===== config.mk =====
export PLATFORM = sky130hd
export DESIGN_NAME = ex_result_buffer
export DESIGN_NICKNAME = d
export VERILOG_FILES = /design/src/rtl/ex_result_buffer.sv
export SDC_FILE = /design/constraint.sdc
export NUM_CORES = 2
export LEC_CHECK = 0
export BUFFER_PORTS_ARGS = -buffer_cell sky130_fd_sc_hd__buf_2
export CAP_MARGIN = 10
export CELL_PAD_IN_SITES_DETAIL_PLACEMENT = 2
export CELL_PAD_IN_SITES_GLOBAL_PLACEMENT = 2
export CORE_UTILIZATION = 38
export DETAILED_ROUTE_END_ITERATION = 12
export PLACE_DENSITY_LB_ADDON = 0.3
export SLEW_MARGIN = 20
export SYNTH_ARGS = -nofsm -noshare
export SYNTH_HDL_FRONTEND = slang
export SYNTH_SLANG_ARGS = --single-unit

===== constraint.sdc =====
create_clock -name clock -period 6 [get_ports clock]
set_input_delay 0.9 -clock clock [delete_from_list [all_inputs] [get_ports clock]]
set_output_delay 0.9 -clock clock [all_outputs]
set_load 0.01 [all_outputs]

===== src/rtl/ex_result_buffer.sv =====
// Two-wide in-order result FIFO between EX output buses and writeback/CDB.
// Optional same-cycle bypass when empty: define EX_RESULT_BYPASS_EN.

module ex_rb_lane #(
  parameter int W = 165
) (
  input  logic         stored_vld,
  input  logic [W-1:0] stored,
  input  logic         byp,
  input  logic         byp_vld,
  input  logic [W-1:0] byp_ent,
  output logic         vld,
  output logic [W-1:0] ent
);
  always_comb begin
    vld = byp ? byp_vld : stored_vld;
    ent = '0;
    if (vld) ent = byp ? byp_ent : stored;
  end
endmodule

module ex_result_buffer #(
  parameter int DEPTH = 8
) (
  input  logic                       clock,
  input  logic                       reset,
  input  logic [31:0]                ex_IR_out_1,
  input  logic [31:0]                ex_IR_out_2,
  input  logic [63:0]                ex_NPC_out_1,
  input  logic [63:0]                ex_NPC_out_2,
  input  logic [4:0]                 ex_dest_reg_out_1,
  input  logic [4:0]                 ex_dest_reg_out_2,
  input  logic [63:0]                ex_result_out_1,
  input  logic [63:0]                ex_result_out_2,
  input  logic                       ex_valid_out_1,
  input  logic                       ex_valid_out_2,
  input  logic                       wb_ready,
  output logic [31:0]                wb_IR_1,
  output logic [63:0]                wb_NPC_1,
  output logic [4:0]                 wb_dest_reg_1,
  output logic [63:0]                wb_result_1,
  output logic                       wb_valid_1,
  output logic [31:0]                wb_IR_2,
  output logic [63:0]                wb_NPC_2,
  output logic [4:0]                 wb_dest_reg_2,
  output logic [63:0]                wb_result_2,
  output logic                       wb_valid_2,
  output logic                       stall_ex,
  output logic [$clog2(DEPTH):0]     count
);
  localparam int AW    = $clog2(DEPTH);
  localparam int CW    = AW + 1;
  localparam int ENT_W = 32 + 64 + 5 + 64;
  localparam int LANES = 2;

  logic [CW-1:0] cnt_q, cnt_d, after_pop;
  logic [AW-1:0] head_q, head_d, tail_q, tail_d;
  logic [DEPTH-1:0][ENT_W-1:0] mem_q, mem_d;
  logic [1:0] p_cnt, q_cnt;
  logic       byp;

  logic [LANES-1:0][ENT_W-1:0] st_ent, in_ent, out_ent;
  logic [LANES-1:0]            st_vld, in_vld, out_vld;

  // Bus 2 slides into slot 0 when bus 1 is idle, so pushes stay compacted.
  assign in_vld[0] = ex_valid_out_1 | ex_valid_out_2;
  assign in_vld[1] = ex_valid_out_1 & ex_valid_out_2;
  assign in_ent[0] = ex_valid_out_1 ?
    {ex_IR_out_1, ex_NPC_out_1, ex_dest_reg_out_1, ex_result_out_1} :
    {ex_IR_out_2, ex_NPC_out_2, ex_dest_reg_out_2, ex_result_out_2};
  assign in_ent[1] = {ex_IR_out_2, ex_NPC_out_2, ex_dest_reg_out_2, ex_result_out_2};

  assign st_vld[0] = (cnt_q >= CW'(1));
  assign st_vld[1] = (cnt_q >= CW'(2));
  assign st_ent[0] = mem_q[head_q];
  assign st_ent[1] = mem_q[head_q + AW'(1)];

  always_comb begin
    q_cnt = 2'd0;
    if (wb_ready) q_cnt = (cnt_q >= CW'(2)) ? 2'd2 : cnt_q[1:0];
    // Stall from registered count and wb_ready only: no path from ex_valid_*.
    after_pop = cnt_q - CW'(q_cnt);
    stall_ex  = (after_pop > CW'(DEPTH - 2));
`ifdef EX_RESULT_BYPASS_EN
    byp = reset && wb_ready && (cnt_q == '0) && !stall_ex;
`else
    byp = 1'b0;
`endif
    p_cnt = 2'd0;
    if (!stall_ex && !byp) p_cnt = 2'(ex_valid_out_1) + 2'(ex_valid_out_2);
    cnt_d  = cnt_q + CW'(p_cnt) - CW'(q_cnt);
    head_d = head_q + AW'(q_cnt);
    tail_d = tail_q + AW'(p_cnt);
    mem_d  = mem_q;
    if (p_cnt != 2'd0) mem_d[tail_q]          = in_ent[0];
    if (p_cnt == 2'd2) mem_d[tail_q + AW'(1)] = in_ent[1];
  end

  always_ff @(posedge clock or negedge reset) begin
    if (!reset) begin
      cnt_q  <= '0;
      head_q <= '0;
      tail_q <= '0;
    end else begin
      cnt_q  <= cnt_d;
      head_q <= head_d;
      tail_q <= tail_d;
    end
  end

  // Storage is not reset; validity comes solely from the count.
  always_ff @(posedge clock) mem_q <= mem_d;

  for (genvar l = 0; l < LANES; l++) begin : g_lane
    ex_rb_lane #(.W(ENT_W)) u_lane (
      .stored_vld (st_vld[l]),
      .stored     (st_ent[l]),
      .byp        (byp),
      .byp_vld    (in_vld[l]),
      .byp_ent    (in_ent[l]),
      .vld        (out_vld[l]),
      .ent        (out_ent[l])
    );
  end

  assign {wb_IR_1, wb_NPC_1, wb_dest_reg_1, wb_result_1} = out_ent[0];
  assign {wb_IR_2, wb_NPC_2, wb_dest_reg_2, wb_result_2} = out_ent[1];
  assign wb_valid_1 = out_vld[0];
  assign wb_valid_2 = out_vld[1];
  assign count      = cnt_q;
endmodule


==> summary.md <==
| Metric | Value |
|---|---|
| Status | `complete, but fails checks` |
| Failing checks | `slew limit` |
| Area grow syn2layout | `9.87%` |
| Rows | `182` |
| Most common cell after layout, fill and taps aside | `nand3_1` |
| Final HPWL DP | `264000 um` |
| Total of max-cap violations | `0` |
| CTS Buf Count | `171` |
| Data required, critical path | `5.10 ns` |
| Largest family of logic cells by synthesized area | `simple AND/OR/NAND/NOR gates` |
| Post-Synth XOR/XNOR Area | `0.000838` |
| Post-Syn Area | `94100 um2` |
| Crit-path max FO | `19` |
| Setup tns final | `0 ns` |
| Hold Path Cell Cnt | `3` |
| Clock Path Buffers | `3` |
| Ys async rst share | `0.00752` |
| Root Buffer | `clkbuf_16` |
| Final worst-path cycle share | `0.904` |
| Largest net degree at the start of global routing | `196` |
| Post-Synth Adder-Cell Area | `0.00250` |
| Worst path arrival time | `4.52 ns` |
| Fin. Hold Viols | `0` |
| Max-slew violation count | `15` |
| DR DRC count | `0` |
| Worst slew pin tran | `1.52 ns` |
| Port Buffer Count | `671` |
| Mapped Nets | `11700` |
| # nets final | `11100` |
| Gpl congestion | `0.838` |
| Post-synthesis sequential area ratio | `0.283` |
| Simple-gate portion of the synthesized area | `0.248` |
| DIE HEIGHT | `500 um` |
| First-pass GRT wire length | `760000 um` |
| FMAX | `184 MHz` |
| Fin Hold WS | `0.370 ns` |
| Distinct cells, synth | `49` |
| Post-cts sizing count | `0` |
| Placeable Area | `246000 um2` |
| Clk_skew | `0.0415 ns` |
| Hold WC Path Type | `in2reg` |
| Syn Inst Count | `11400` |
| Vias in the first global route | `111000` |
| Ys flop type | `dfxtp_1` |
| Nature of the critical path endpoint | `output port` |
| CTS sink count | `1330` |
| Synth Register Bits | `1330` |
| DRT Pass-1 Iters | `5` |
| Filler cells | `27000` |
| Clk slew on worst S/H paths | `0.06 ns` |
| Gr ovfl total | `0` |
| RSZ-0062 raised after global routing | `false` |
| Slew margin rel. | `-0.0153` |
| Pleak | `35.1 nW` |
| WL per Instance | `36.4 um` |
| Met2 wire len | `237000 um` |
| Yosys warnings | `0` |
| DR iter-0 viols | `12300` |
| Startpoint Class | `flip-flop` |
| Die X-Extent | `500 um` |
| Boundary Pins | `672` |
| Die area | `250000 um2` |
| Post-synth EDFFs | `0` |
| Power Density | `790 nW/um2` |
| Post-synthesis mux area share | `0.195` |
| Mean Syn Cell Area | `8.26 um2` |
| Min cycle time layout | `5.42 ns` |
| Top layer in use | `met5` |
| Met3 WL | `52300 um` |
| Worst R2R Path Depth | `14` |
| ANT nets after route | `0` |
| Initial antenna violation count | `88` |
| Total GRT Usage | `0.401` |
| Vias per inst | `7.36` |
| Most frequent cells in the layout | `nand3_1, a21oi_1, dfxtp_1` |
| H-Tree Level Count | `4` |
| Setup violations, final | `0` |
| VDD IR max | `871 uV` |
| Starting Density | `0.382` |
| CTS tree | `yes` |
| Compound-cell area share of the yosys netlist | `0.194` |
| Clock latency at the later pin of the worst-skew pair | `0.89 ns` |
| Layout cell share with drive strength beyond 1 | `0.188` |
| Routed via count | `105000` |
| Metal-1 WL | `200000 um` |
| Crit path kind | `reg2out` |
| Final WL | `517000 um` |
## final timing paths
| check | startpoint | endpoint | slack (ns) |
|---|---|---|---|
| setup / recovery | count[3] | stall_ex | 0.58 |
| hold reg to reg | mem_q[500] | mem_q[500] | 0.56 |
| setup reg to reg | count[3] | mem_q[884] | 1.15 |
| min in group asynchronous | reset | tail_q[0] | 0.59 |
| max in group asynchronous | reset | head_q[2] | 5.15 |
| hold / removal | ex_IR_out_2[25] | mem_q[323] | 0.37 |
## synthesized netlist by cell type, types with 4 or more instances
cell type	instances	area, um2
mux2i_1	165	1650
or3_1	1117	6990
nand3_1	1324	6630
buf_4	26	195
nor4_1	35	219
clkbuf_1	996	3740
a31o_2	27	236
buf_1	366	1370
ha_1	14	175
inv_1	21	78.8
mux4_2	660	14900
or2_2	4	25.0
dfxtp_1	1320	26400
buf_2	341	1710
and3_1	168	1050
and2_1	5	31.3
mux2_2	165	1860
a21o_1	167	1250
a31o_1	140	1230
dfrtp_1	10	250
a211oi_2	6	75.1
nor2_1	166	623
nor3_1	1287	6440
nand2_1	337	1260
o31ai_1	1154	8660
a21oi_1	1325	6630
xnor2_1	6	52.6
## worst max-delay path, cell delays in order, from the launching register on
cell       delay (ns)
dfrtp_2          0.40
inv_1            0.19
ha_1             0.25
inv_1            0.11
a21oi_4          0.14
and3_1           0.24
ha_1             0.24
inv_1            0.06
ha_1             0.22
o2111ai_1        0.47
o211a_4          0.53
buf_12           0.26
nand2_1          0.30
buf_2            0.25
## state kept, by name, summed over array words and instances (netlist names)
register,count
head_q,3
tail_q,3
count,4
mem_q,1320
## through the flow
stage | setup slack, ns | util | std cells | instance area (um2) | power, mW
final | 0.577 | 0.420 | 14200 | 103000 | 81.7
after global routing | 0.426 | 0.420 | 14200 | 103000 | 84.4
after CTS | 0.528 | 0.419 | 14200 | 103000 | 80.1
after detailed placement | 1.15 | 0.397 | 13900 | 97800 | 69.3
after global placement | 1.21 | 0.397 | 13900 | 97700 | 67.1
after floorplan | 1.06 | - | 11400 | 94100 | 49.7
## cell families (layout without fill, tap and decap cells)
| group | count (synthesis) | count (layout) |
|---|---|---|
| simple gates | 4456 | 4456 |
| other cells | 0 | 45 |
| buf+inv | 1752 | 1217 |
| mux | 990 | 990 |
| fa+ha+maj | 17 | 17 |
| xor+xnor | 9 | 9 |
| flops | 1330 | 1330 |
| compound gates | 2833 | 2833 |
## repair_timing
action,CTS,global route
endpoints found under the hold margin,10,0
hold buffers,1,0
endpoints found under the setup margin,0,0
buffers inserted,0,0
## layer usage
metal | vias to the layer above | track usage
li1 | 42100 | -
met1 | 54600 | 0.505
met2 | 6287 | 0.630
met3 | 1502 | 0.0828
met4 | 62 | 0.241
met5 | - | 0
## area by class of cell
cell class,instances,area [um2],share of cell area
diodes,45,113,0.00109
clock buffers,272,5080,0.0491
clock inverters,35,365,0.00353
inverters,21,78.8,0.000762
multi-input cells,8305,60600,0.586
flip-flops and latches,1330,26700,0.258
well taps,3312,4140,0.0401
repair buffers,889,6320,0.0611
## where the power goes
part / total [mW] / switching (mW) / internal, mW / leakage (nW)
sequential: 18.1 / 4.21 / 13.9 / 11.3
combinational: 53.0 / 34.2 / 18.8 / 21.2
clock: 10.6 / 4.66 / 5.89 / 2.67
Power figures use the tool's default switching activity.
